[config.mk]
export PLATFORM = sky130hd
export DESIGN_NAME = cmd_cntrl
export DESIGN_NICKNAME = d
export VERILOG_FILES = /design/src/rtl/cmd_cntrl.sv
export SDC_FILE = /design/constraint.sdc
export NUM_CORES = 1
export LEC_CHECK = 0
export CORE_MARGIN = 2
export CORE_UTILIZATION = 47
export DETAILED_ROUTE_END_ITERATION = 10
export GPL_ROUTABILITY_DRIVEN = 0
export GPL_TIMING_DRIVEN = 0
export HOLD_SLACK_MARGIN = 0.1
export PLACE_DENSITY = 0.75
export SLEW_MARGIN = 15
export SYNTH_ARGS = -nofsm -noshare
export SYNTH_HDL_FRONTEND = slang
export SYNTH_SLANG_ARGS = --single-unit
[constraint.sdc]
create_clock -name clk -period 1.8 [get_ports clk]
set_input_delay 0.36 -clock clk [delete_from_list [all_inputs] [get_ports clk]]
set_output_delay 0.36 -clock clk [all_outputs]
set_load 0.1 [all_outputs]
[src/rtl/cmd_cntrl.sv]
// Follower mission sequencer: consumes UART commands and barcode station IDs,
// tracks transit toward a destination, gates motion on OK2Move and drives the piezo.
module cmd_cntrl #(
  parameter int BUZZ_HALF = 6250,
  parameter int ID_W      = 6
) (
  input  logic       clk,
  input  logic       rst_n,
  input  logic [7:0] cmd,
  input  logic       cmd_rdy,
  output logic       clr_cmd_rdy,
  input  logic [7:0] ID,
  input  logic       ID_vld,
  output logic       clr_ID_vld,
  input  logic       OK2Move,
  output logic       in_transit,
  output logic       go,
  output logic       buzz,
  output logic       buzz_n
);

  typedef enum logic {IDLE = 1'b0, MOVING = 1'b1} state_t;

  localparam logic [1:0]  OP_STOP = 2'b00;
  localparam logic [1:0]  OP_GO   = 2'b01;
  localparam logic [13:0] BUZZ_TC = 14'(BUZZ_HALF - 1);

  state_t          state_q, state_d;
  logic [ID_W-1:0] dest_id_q, dest_id_d;
  logic            in_transit_q, in_transit_d;
  logic            go_q, go_d;
  logic            buzz_q, buzz_d;
  logic            buzz_n_q, buzz_n_d;
  logic [13:0]     buzz_cnt_q, buzz_cnt_d;
  logic            buzz_en_s;

  // Next-state and consume pulses; a pending command always beats a pending ID.
  always_comb begin
    state_d     = state_q;
    dest_id_d   = dest_id_q;
    clr_cmd_rdy = 1'b0;
    clr_ID_vld  = 1'b0;
    if (!rst_n) begin
      state_d   = IDLE;
      dest_id_d = '0;
    end else if (cmd_rdy) begin
      clr_cmd_rdy = 1'b1;
      case (cmd[7:6])
        OP_GO: begin
          dest_id_d = cmd[ID_W-1:0];
          state_d   = MOVING;
        end
        OP_STOP: state_d = IDLE;
        default: state_d = state_q;
      endcase
    end else if (ID_vld) begin
      clr_ID_vld = 1'b1;
      if ((state_q == MOVING) && (ID[7:ID_W] == '0) && (ID[ID_W-1:0] == dest_id_q)) begin
        state_d = IDLE;
      end else begin
        state_d = state_q;
      end
    end else begin
      state_d = state_q;
    end
  end

  assign buzz_en_s = in_transit_q & ~OK2Move;

  // Motion gate and piezo square wave; both drives idle low when not blocked.
  always_comb begin
    in_transit_d = (state_d == MOVING);
    go_d         = in_transit_q & OK2Move;
    buzz_cnt_d   = buzz_cnt_q;
    buzz_d       = buzz_q;
    buzz_n_d     = buzz_n_q;
    if (buzz_en_s) begin
      if (buzz_cnt_q == BUZZ_TC) begin
        buzz_cnt_d = 14'd0;
        buzz_d     = ~buzz_q;
      end else begin
        buzz_cnt_d = buzz_cnt_q + 14'd1;
        buzz_d     = buzz_q;
      end
      buzz_n_d = ~buzz_d;
    end else begin
      buzz_cnt_d = 14'd0;
      buzz_d     = 1'b0;
      buzz_n_d   = 1'b0;
    end
  end

  // State and output registers.
  always_ff @(posedge clk) begin
    if (!rst_n) begin
      state_q      <= IDLE;
      dest_id_q    <= '0;
      in_transit_q <= 1'b0;
      go_q         <= 1'b0;
      buzz_q       <= 1'b0;
      buzz_n_q     <= 1'b0;
      buzz_cnt_q   <= 14'd0;
    end else begin
      state_q      <= state_d;
      dest_id_q    <= dest_id_d;
      in_transit_q <= in_transit_d;
      go_q         <= go_d;
      buzz_q       <= buzz_d;
      buzz_n_q     <= buzz_n_d;
      buzz_cnt_q   <= buzz_cnt_d;
    end
  end

  assign in_transit = in_transit_q;
  assign go         = go_q;
  assign buzz       = buzz_q;
  assign buzz_n     = buzz_n_q;

endmodule

==> key figures <==
Outcome
  – Outcome: complete, no violations

Placed design
  – Pre-CTS WS: -994 ps
  – Placed cell count: 167
  – HPWL Detailed: ~1.6 mm
  – Area after DPL: 1390 um2
  – Port bufs: 26

Synth
  – Cells after synthesis: between 100 and 150
  – Post-synthesis compound-gate area fraction: 0.00807
  – Post-synth EDFFs: 0
  – Leading area contributor after synthesis: dfxtp_1
  – Simple-gate area share of the yosys netlist: 0.300
  – Top cells by area, synth: dfxtp_1 44%, xnor2_1 8.9%, nor2_1 6.9%
  – Flops & latches, synth: 24
  – Main combinational cell family by area after synthesis: simple AND/OR/NAND/NOR gates
  – XOR/XNOR share of the synthesized area: 0.153
  – Post-synthesis mux area share: 0.0554
  – Asr flop ratio synth: 0
  – Mapped Avg Cell Area: 9.60 um2
  – Seq/Total Area, Yosys: 0.443
  – Yosys warns: 0
  – Adder-cell share of the synthesized area: 0.0231
  – Synth top area share: 0.443
  – Main synth FF type: dfxtp_1
  – Cell variety after synth: 25
  – Synth Net Count: between 100 and 150
  – Mapped cell area: approximately 1100 um2

Finish
  – Fin cells: 171
  – Share of layout cells above drive strength 1: 0.154
  – Final std cell area, no fill: 1450 um2
  – Ant. Diodes: 0
  – # nets final: 167
  – Multi-input gate area: 603 um2
  – Area Overhead vs Synth: 33.2%
  – FF+latch area: ~480 um2
  – # fillers: 190

Global route
  – Gr ovfl total: 0
  – GRT Util Overall: 0.193
  – Initial antenna violation count: 0
  – First-pass GRT wire length: approximately 3.8 mm
  – Largest net degree at the start of global routing: 14
  – Vias in the first global route: 879

Critical path
  – R2R cell count: 6
  – CP bufs+invs: 2
  – Crit path kind: in2out
  – Slowest CP cell: clkdlybuf4s50_1
  – Crit path required time: 1440 ps
  – Internal reg-to-reg setup slack: roughly 230 ps
  – Max incr delay on CP: roughly 570 ps
  – Worst flop-to-flop path startpoint: buzz_cnt_q[0]
  – CP delay by family, top: buffers and inverters
  – Worst-path cell chain: clkdlybuf4s50_1, and2_1, buf_4
  – Reg2reg end: buzz_cnt_q[2]
  – Worst Path Arrival: 1360 ps
  – Worst-path fanout max: 4
  – Crit start category: input pin
  – CP endpoint kind: output port

Timing
  – Period utilization: 0.956
  – Slew of the pin with the lowest slew margin: 551 ps
  – Max Slew Vio Count: 0
  – Post-layout worst setup margin: between 70 and 80 ps
  – Post-route minimum period: 1720 ps
  – Highest Clock Rate: just under 600 MHz
  – Setup-failing EPs final: 0
  – Slew HR: 0.635
  – Clock Skew: 1.56 ps
  – RSZ-0062 raised after global routing: false
  – Final Hold Viols: 0

Hold path
  – Worst Hold Launch: buzz_cnt_q[0]
  – WHS Path Cells: 1
  – Hold Crit Endpoint: buzz_cnt_q[0]
  – HP Class: reg2reg

Floorplanning
  – Initial core utilization: 0.495
  – Die H: approximately 52 um
  – Die width: 52.0 um
  – Die ar.: 2710 um2
  – Rows: 17
  – Core area: 2190 um2
  – I/O pins: 27

Detailed routing
  – WL per Instance: 12.7 um
  – DR vias: 862
  – Post-route ant nets: 0
  – Total wire length: 2.17 mm
  – Vias per std cell: 5.04
  – Iter 0 DRT Violations: 12
  – Drt drc: 0
  – DRT Pass-1 Iters: 4

Power and ir drop
  – Pwr/cell area: 650 nW/um2
  – Maximum VDD drop: between 0.0004 and 0.0005 V
  – Pwr Total: approximately 940 uW
  – Static Leakage: 0.000526 uW

Clock tree
  – Post-CTS setup buffers: 0
  – # hold bufs at CTS: 0
  – CTS buffer count: 3
  – Clock Tree Buf Depth: 2
  – Max H-tree Level: 1
  – Clock-pin slew of the registers on the worst-case setup and hold paths: 120 ps
  – Clk root buf: clkbuf_4
  – TritonCTS clock tree: yes
  – Clock Latency Late Sink: around 310 ps
  – Clock sink total: 24

Flow run
  – # Max-Cap Violations: 0
layout by cell type, fill, tap and decap left out, drive strengths merged, types with 2 or more instances in the layout:
cell type       n
buf             3
clkdlybuf4s15   4
nand2           7
nor4            3
xnor2          11
nor3b           2
nor4b           3
mux2i           6
nor3            3
inv             3
xor2            8
nand3           4
nor2           23
clkdlybuf4s50  19
clkbuf          4
and4            3
ha              2
and2            2
dfxtp          24
nand4           5
repair_timing:
| item | CTS | global route |
|---|---|---|
| setup endpoints to repair | 6 | 10 |
| pin swaps | 1 | 0 |
| resized for setup | 29 | 1 |
report_power, final:
group	internal [uW]	switching [uW]	total [uW]
Combinational	61.6	57.3	119
Sequential	538	4.44	542
Clock	124	154	278
Total	723	216	939
routing by layer:
layer,global-route usage,vias to the layer above,routed length [um]
li1,-,444,-
met3,0.0402,5,130
met4,0.0921,0,42
met1,0.204,388,900
met5,0,-,0
met2,0.359,25,1100
flip-flops by register name (all words and copies together) (netlist names):
| name | cells |
|---|---|
| buzz | 1 |
| in_transit | 1 |
| go | 1 |
| buzz_cnt_q | 14 |
| dest_id_q | 6 |
| buzz_n | 1 |
metrics by stage:
step | hold slack [ps] | utilization | setup TNS (ps)
floorplan | 439 | - | 0
global placement | 460 | 0.635 | -1770
detailed placement | 473 | 0.635 | -1820
CTS | 494 | 0.657 | 0
global route | 530 | 0.660 | 0
finish | 495 | 0.660 | 0
cells by family after synthesis:
kind of cell | after synthesis
AO/OA/AOI/OAI | 1
multiplexers | 6
XOR/XNOR | 19
flip-flops | 24
buffers and inverters | 4
AND/OR/NAND/NOR | 57
adder cells (fa/ha/maj) | 2
synth_stat cells, drive strengths merged, types with 2 or more instances:
library cell / number
inv: 3
nor4: 3
and2: 2
xnor2: 11
nor2: 23
nor4b: 3
nand4: 5
xor2: 8
nor3b: 2
nand2: 7
dfxtp: 24
nor3: 3
nand3: 4
mux2i: 6
and4: 3
ha: 2
how the worst max path moves through the flow:
stage             startpoint       endpoint  slack [ps]  depth (start not counted)
5_1_grt              cmd_rdy    clr_cmd_rdy          50                          3
6_report             cmd_rdy    clr_cmd_rdy          80                          3
3_5_place_dp           rst_n     clr_ID_vld        -990                          4
2_1_floorplan     in_transit  buzz_cnt_q[2]         100                          5
3_3_place_gp           rst_n     clr_ID_vld        -960                          4
4_1_cts        buzz_cnt_q[0]  buzz_cnt_q[2]          80                          6
area by class of cell:
type	instances	share of cell area
well taps	28	0.0242
plain buffers	1	0.00519
repair buffers	26	0.188
clock buffers	4	0.0251
multi-input cells	85	0.417
flip-flops and latches	24	0.332
inverters	3	0.00779
(Power assumes the default switching activity.)
